## config.mk

```make
export PLATFORM = sky130hd
export DESIGN_NAME = spi_master_flex_flat
export DESIGN_NICKNAME = d
export VERILOG_FILES = /design/src/rtl/spi_master_flex_if.sv /design/src/rtl/spi_master_flex.sv /design/src/flat_wrapper.sv
export SDC_FILE = /design/constraint.sdc
export NUM_CORES = 1
export LEC_CHECK = 0
export ABC_AREA = 1
export CAP_MARGIN = 20
export CORE_UTILIZATION = 25
export DETAILED_ROUTE_END_ITERATION = 7
export SETUP_SLACK_MARGIN = 0.05
export SYNTH_ARGS = -nofsm -noshare
export SYNTH_HDL_FRONTEND = slang
export SYNTH_SLANG_ARGS = --single-unit
```

## constraint.sdc

```tcl
create_clock -name i_sys_clk -period 6.7 [get_ports i_sys_clk]
set_input_delay 1.34 -clock i_sys_clk [delete_from_list [all_inputs] [get_ports i_sys_clk]]
set_output_delay 1.34 -clock i_sys_clk [all_outputs]
set_load 0.03 [all_outputs]
```

## src/rtl/spi_master_flex_if.sv

```systemverilog
// Command-side bundle between a transaction sequencer and spi_master_flex.
// The sequencer drives the request fields; the master returns status and received data.
interface spi_master_flex_if #(
    parameter int MAX_BITS = 64,
    parameter int DIV_W    = 16,
    parameter int CS_W     = 1,
    parameter int LEN_W    = $clog2(MAX_BITS + 1)
);
    logic                i_start;
    logic [MAX_BITS-1:0] i_tx_data;
    logic [LEN_W-1:0]    i_bit_len;
    logic [CS_W-1:0]     i_cs_sel;
    logic                i_cpol;
    logic                i_cpha;
    logic [DIV_W-1:0]    i_div;
    logic                o_busy;
    logic                o_done;
    logic [MAX_BITS-1:0] o_rx_data;

    modport master (
        output i_start, i_tx_data, i_bit_len, i_cs_sel, i_cpol, i_cpha, i_div,
        input  o_busy, o_done, o_rx_data
    );

    modport slave (
        input  i_start, i_tx_data, i_bit_len, i_cs_sel, i_cpol, i_cpha, i_div,
        output o_busy, o_done, o_rx_data
    );
endinterface

```

## src/rtl/spi_master_flex.sv

```systemverilog
// Runtime-configurable MSB-first SPI master: per-transaction length, mode, SCK divider
// and chip select, with CS setup/hold/gap timing and right-aligned receive data.
module spi_master_flex #(
    parameter int MAX_BITS = 64,
    parameter int NUM_CS   = 2,
    parameter int DIV_W    = 16,
    parameter int LEN_W    = $clog2(MAX_BITS + 1),
    parameter int CS_W     = (NUM_CS > 1) ? $clog2(NUM_CS) : 1
) (
    input  logic              i_sys_clk,
    input  logic              i_reset_n,
    spi_master_flex_if.slave  cmd,
    output logic [NUM_CS-1:0] o_cs_n,
    output logic              o_sck,
    output logic              o_mosi,
    input  logic              i_miso
);
    localparam int EDGE_W = LEN_W + 1;

    localparam logic [2:0] S_IDLE  = 3'd0;
    localparam logic [2:0] S_SETUP = 3'd1;
    localparam logic [2:0] S_XFER  = 3'd2;
    localparam logic [2:0] S_HOLD  = 3'd3;
    localparam logic [2:0] S_GAP   = 3'd4;

    logic [2:0]          state_q, state_d;
    logic [DIV_W-1:0]    div_q, div_d, div_lat_q, div_lat_d;
    logic [EDGE_W-1:0]   edge_q, edge_d, last_edge_q, last_edge_d;
    logic                cpha_q, cpha_d;
    logic [MAX_BITS-1:0] tx_q, tx_d, rx_q, rx_d, rx_out_q, rx_out_d;
    logic                busy_q, busy_d, done_q, done_d;
    logic                sck_q, sck_d, mosi_q, mosi_d;
    logic [NUM_CS-1:0]   cs_n_q, cs_n_d, cs_dec;

    logic                len_ok, div_wrap, is_last, sample_edge;
    logic [LEN_W-1:0]    align_sh;
    logic [MAX_BITS-1:0] tx_aligned;
    logic [DIV_W-1:0]    div_in;

    // An out-of-range index matches no line, so every chip select stays high.
    always_comb begin
        for (int i = 0; i < NUM_CS; i++) begin
            cs_dec[i] = (cmd.i_cs_sel != CS_W'(i));
        end
    end

    assign len_ok      = (cmd.i_bit_len != '0) && (cmd.i_bit_len <= LEN_W'(MAX_BITS));
    assign align_sh    = LEN_W'(MAX_BITS) - cmd.i_bit_len;
    assign tx_aligned  = cmd.i_tx_data << align_sh;
    assign div_in      = (cmd.i_div == '0) ? DIV_W'(1) : cmd.i_div;
    assign div_wrap    = (div_q == div_lat_q - DIV_W'(1));
    assign is_last     = (edge_q == last_edge_q);
    // Even edge_q is a leading edge; CPHA selects which edge samples.
    assign sample_edge = ~edge_q[0] ^ cpha_q;

    always_comb begin
        state_d     = state_q;
        div_d       = div_q;
        div_lat_d   = div_lat_q;
        edge_d      = edge_q;
        last_edge_d = last_edge_q;
        cpha_d      = cpha_q;
        tx_d        = tx_q;
        rx_d        = rx_q;
        rx_out_d    = rx_out_q;
        busy_d      = busy_q;
        done_d      = 1'b0;
        cs_n_d      = cs_n_q;
        sck_d       = sck_q;
        mosi_d      = mosi_q;
        case (state_q)
            S_IDLE: begin
                if (cmd.i_start && len_ok) begin
                    state_d     = S_SETUP;
                    busy_d      = 1'b1;
                    div_d       = '0;
                    edge_d      = '0;
                    last_edge_d = {cmd.i_bit_len, 1'b0} - EDGE_W'(1);
                    div_lat_d   = div_in;
                    cpha_d      = cmd.i_cpha;
                    sck_d       = cmd.i_cpol;
                    cs_n_d      = cs_dec;
                    rx_d        = '0;
                    tx_d        = tx_aligned;
                    mosi_d      = 1'b0;
                    // CPHA=0 needs the first bit on the wire before the first SCK edge.
                    if (!cmd.i_cpha) begin
                        mosi_d = tx_aligned[MAX_BITS-1];
                        tx_d   = {tx_aligned[MAX_BITS-2:0], 1'b0};
                    end
                end
            end
            S_SETUP, S_XFER: begin
                if (div_wrap) begin
                    div_d = '0;
                    sck_d = ~sck_q;
                    if (sample_edge) begin
                        rx_d = {rx_q[MAX_BITS-2:0], i_miso};
                    end else if (!is_last) begin
                        mosi_d = tx_q[MAX_BITS-1];
                        tx_d   = {tx_q[MAX_BITS-2:0], 1'b0};
                    end
                    if (is_last) begin
                        state_d = S_HOLD;
                    end else begin
                        edge_d  = edge_q + EDGE_W'(1);
                        state_d = S_XFER;
                    end
                end else begin
                    div_d = div_q + DIV_W'(1);
                end
            end
            S_HOLD: begin
                mosi_d = 1'b0;
                if (div_wrap) begin
                    div_d   = '0;
                    cs_n_d  = '1;
                    state_d = S_GAP;
                end else begin
                    div_d = div_q + DIV_W'(1);
                end
            end
            S_GAP: begin
                if (div_wrap) begin
                    div_d    = '0;
                    done_d   = 1'b1;
                    busy_d   = 1'b0;
                    rx_out_d = rx_q;
                    state_d  = S_IDLE;
                end else begin
                    div_d = div_q + DIV_W'(1);
                end
            end
            default: state_d = S_IDLE;
        endcase
    end

    always_ff @(posedge i_sys_clk or negedge i_reset_n) begin
        if (!i_reset_n) begin
            state_q  <= S_IDLE;
            div_q    <= '0;
            edge_q   <= '0;
            busy_q   <= 1'b0;
            done_q   <= 1'b0;
            rx_out_q <= '0;
            cs_n_q   <= '1;
            sck_q    <= 1'b0;
            mosi_q   <= 1'b0;
        end else begin
            state_q  <= state_d;
            div_q    <= div_d;
            edge_q   <= edge_d;
            busy_q   <= busy_d;
            done_q   <= done_d;
            rx_out_q <= rx_out_d;
            cs_n_q   <= cs_n_d;
            sck_q    <= sck_d;
            mosi_q   <= mosi_d;
        end
    end

    // Per-transaction configuration and shift data are always loaded at accept.
    always_ff @(posedge i_sys_clk) begin
        div_lat_q   <= div_lat_d;
        last_edge_q <= last_edge_d;
        cpha_q      <= cpha_d;
        tx_q        <= tx_d;
        rx_q        <= rx_d;
    end

    assign cmd.o_busy    = busy_q;
    assign cmd.o_done    = done_q;
    assign cmd.o_rx_data = rx_out_q;
    assign o_cs_n        = cs_n_q;
    assign o_sck         = sck_q;
    assign o_mosi        = mosi_q;
endmodule

```

## src/flat_wrapper.sv

```systemverilog
// flat-port wrapper written by rule: the top's interface ports become plain ports
module spi_master_flex_flat 
#(
    parameter int MAX_BITS = 64,
    parameter int NUM_CS   = 2,
    parameter int DIV_W    = 16,
    parameter int LEN_W    = $clog2(MAX_BITS + 1),
    parameter int CS_W     = (NUM_CS > 1) ? $clog2(NUM_CS) : 1
)
  (i_sys_clk, i_reset_n, o_cs_n, o_sck, o_mosi, i_miso, cmd_i_start, cmd_i_tx_data, cmd_i_bit_len, cmd_i_cs_sel, cmd_i_cpol, cmd_i_cpha, cmd_i_div, cmd_o_busy, cmd_o_done, cmd_o_rx_data);
  spi_master_flex_if #(.MAX_BITS(MAX_BITS), .DIV_W(DIV_W), .CS_W(CS_W), .LEN_W(LEN_W)) cmd_i ();
  input  logic i_sys_clk;
  input  logic i_reset_n;
  output logic [NUM_CS-1:0] o_cs_n;
  output logic o_sck;
  output logic o_mosi;
  input  logic i_miso;
  input wire logic [$bits(cmd_i.i_start)-1:0] cmd_i_start;
  input wire logic [$bits(cmd_i.i_tx_data)-1:0] cmd_i_tx_data;
  input wire logic [$bits(cmd_i.i_bit_len)-1:0] cmd_i_bit_len;
  input wire logic [$bits(cmd_i.i_cs_sel)-1:0] cmd_i_cs_sel;
  input wire logic [$bits(cmd_i.i_cpol)-1:0] cmd_i_cpol;
  input wire logic [$bits(cmd_i.i_cpha)-1:0] cmd_i_cpha;
  input wire logic [$bits(cmd_i.i_div)-1:0] cmd_i_div;
  output wire logic [$bits(cmd_i.o_busy)-1:0] cmd_o_busy;
  output wire logic [$bits(cmd_i.o_done)-1:0] cmd_o_done;
  output wire logic [$bits(cmd_i.o_rx_data)-1:0] cmd_o_rx_data;
  assign cmd_i.i_start = cmd_i_start;
  assign cmd_i.i_tx_data = cmd_i_tx_data;
  assign cmd_i.i_bit_len = cmd_i_bit_len;
  assign cmd_i.i_cs_sel = cmd_i_cs_sel;
  assign cmd_i.i_cpol = cmd_i_cpol;
  assign cmd_i.i_cpha = cmd_i_cpha;
  assign cmd_i.i_div = cmd_i_div;
  assign cmd_o_busy = cmd_i.o_busy;
  assign cmd_o_done = cmd_i.o_done;
  assign cmd_o_rx_data = cmd_i.o_rx_data;
  spi_master_flex #(.MAX_BITS(MAX_BITS), .NUM_CS(NUM_CS), .DIV_W(DIV_W), .LEN_W(LEN_W), .CS_W(CS_W)) u_core (.i_sys_clk(i_sys_clk), .i_reset_n(i_reset_n), .cmd(cmd_i), .o_cs_n(o_cs_n), .o_sck(o_sck), .o_mosi(o_mosi), .i_miso(i_miso));
endmodule
```

==> results.tsv <==
metric	value	unit
dpl cell area	17900	um2
Mean Syn Cell Area	7.36	um2
via/cell ratio	4.55	
fmax	227	MHz
post-CTS setup buffers	0	
clock buffer count from CTS	29	
Critical Path Slowest Stage Cell	buf_4	
global-route wire length before repair	68.3	mm
largest net degree at the start of global routing	81	
CTS tree	yes	
count leader, synth	nand2_1	
cell taking the most area after synthesis	edfxtp_1	
#FFs+latches synth	249	
endpoints failing hold	0	
fin. max-slew vios	0	
chip width	252	um
Clock Latency Late Sink	570	ps
design area	18900	um2
status	completed	
1st-iter DRT viols	1180	
CP Capture Type	flip-flop	
CTS sink cnt	249	
slew of the pin with the lowest slew margin	1020	ps
Synth top area share	29.2	%
crit path from	cmd_i_bit_len[1]	
CP max FO	64	
antenna fix cells	0	
starting density of the core	25.3	%
PortBufs	163	
ranking of synthesized cells by area	edfxtp_1 (29%), nand2_1 (19%), dfrtp_1 (15%), nand3_1 (8.9%), inv_1 (3.8%)	
Power per Cell Area	335	nW/um2
Cell Area, Synth	15700	um2
final number of setup-violating endpoints	0	
Antenna Violating Nets Remaining	0	
setup TNS	0	ps
CTS Buffer Depth	3	
Die Height	252	um
Worst Path Buf+Inv	4	
CP delay by family, top	buffers and inverters	
I/O Pins	164	
row cnt	91	
Power Total	6.32	mW
Post-route DRC	0	
synth unique cells	49	
most used flip-flop cell after synthesis	edfxtp_1	
Max Cap Violations	0	
startpoint type of the worst setup path	primary input	
first-pass detailed-route iteration total	6	
Crit Reg-Reg Startpoint	u_core.state_q[2]	
crit path DAT	4590	ps
Post-synth EDFFs	152	
cell count after synthesis	2126	
vias in the first global route	12900	
P&R area growth vs syn	20.5	%
Hold-fix buffers, CTS	0	
NumNets Final	2301	
syn_nets	2224	
clk slew on worst S/H paths	60	ps
Routed WL	42.4	mm
unrepaired setup endpoints after global routing	no	
share of cells above drive strength 1	7.46	%
HP Class	reg2reg	
worst vdd ir	205	uV
die footprint	63600	um2
Most common cell on crit path	nand2_1	
commonest cells in the netlist	nand2_1 (795), nand3_1 (277), inv_1 (158)	
Detail Placement HPWL	29.8	mm
core footprint	61800	um2
Synth async-reset ratio	39.0	%
gpl congestion	0.853	
Critical Path RT	6900	ps
relative slew slack	31.9	%
Root Buffer	clkbuf_16	
cts repair resizes	0	
total grt overflow	0	
crit path kind	in2reg	
Setup Skew	16.9	ps
H-tree levels	1	
period utilization	65.6	%
via count	13900	
min-delay src	u_core.rx_q[63]	
sequential element share of the synthesized area	44.7	%
min cycle time layout	4400	ps
Tot GR Track Use	13.1	%
initial antenna violation count	0	
Synth warnings	0	
LEAKAGE	8.20	nW
drt wl/cell	13.8	um
cells along the critical path	clkdlybuf4s50_1, inv_1, ha_2, nand3_1, nor2_1, nand2_1, xnor2_2, nand2_1, nand2_1, nand2_1, inv_1, a21oi_2, nand2_1, a21oi_4, buf_4	
critical path's largest stage delay	650	ps
## cells in the final DEF (no fill, tap or decap), types with 12 or more instances in the layout
master,instances
nand2_1,794
nand3_1,277
clkdlybuf4s50_1,161
inv_1,156
edfxtp_1,152
nor2_1,145
dfrtp_1,95
o21ai_0,88
o21ai_2,55
nand4_1,38
clkbuf_16,29
xor2_1,23
buf_4,19
a21oi_1,18
and2_1,17
o211ai_1,12
o21ai_1,12
nor4_1,12
## layer usage
| layer | vias to the layer above | track usage, % | part of all wire [%] | wire length [um] |
|---|---|---|---|---|
| li1 | 7095 | - | - | - |
| met1 | 6434 | 18.6 | 48 | 20200 |
| met2 | 336 | 21.0 | 45 | 19100 |
| met3 | 60 | 1.58 | 4.9 | 2080 |
| met4 | 0 | 3.57 | 2.2 | 945 |
| met5 | - | 0 | 0 | 0 |
## flip-flops by register name (all words and copies together), names as in the netlist, 2 cells and up
register,flops
u_core.last_edge_q,7
u_core.rx_q,64
u_core.div_lat_q,16
u_core.tx_q,64
u_core.o_cs_n,2
u_core.state_q,3
u_core.cmd.o_rx_data,64
u_core.div_q,16
u_core.edge_q,8
## area by class of cell
class	count	area, um2
multi-input combinational	1574	7430
clock buffer	34	744
fill	6663	43000
clock inverter	20	218
tap	837	1050
inverter	166	623
sequential	249	6990
timing repair buffer	183	1800
## where the power goes
part	internal (mW)	leakage [nW]	switching (mW)
logic	0.589	4.96	1.55
registers	2.41	2.77	0.171
clock network	0.950	0.465	0.653
total	3.95	8.20	2.37
## final timing paths
check | slack, ps | cells after the start | to
max | 2300 | 15 | u_core.rx_q[15]
min | 450 | 2 | u_core.cmd.o_rx_data[63]
max reg2reg | 2920 | 10 | u_core.tx_q[19]
min reg2reg | 450 | 2 | u_core.cmd.o_rx_data[63]
max in group asynchronous | 4770 | 2 | u_core.cmd.o_rx_data[29]
min in group asynchronous | 780 | 1 | u_core.cmd.o_rx_data[59]
## cell families (layout without fill, tap and decap cells)
logic type | after synthesis | in the layout | synth area share [%]
buffers and inverters | 303 | 403 | 8.29
adder cells (fa/ha/maj) | 4 | 4 | 0.320
multiplexers | 7 | 7 | 0.448
AO/OA/AOI/OAI | 207 | 207 | 8.55
XOR/XNOR | 32 | 32 | 1.93
flip-flops | 249 | 249 | 44.7
AND/OR/NAND/NOR | 1324 | 1324 | 35.8
## worst min-delay path, cell delays in order, from the launching register on
cell	delay, ps
edfxtp_1	320
nand2_1	50
nand2_1	50
## through the flow
stage	std cells	setup slack, ps	hold slack, ps	util, %
final	3063	2300	454	30.5
after global routing	3063	2130	491	30.5
after CTS	3063	2310	461	30.5
after detailed placement	3009	1700	447	28.9
after global placement	3008	1690	426	28.9
after floorplan	2126	407	418	-
Note: power is estimated with default switching activity, not from simulation.
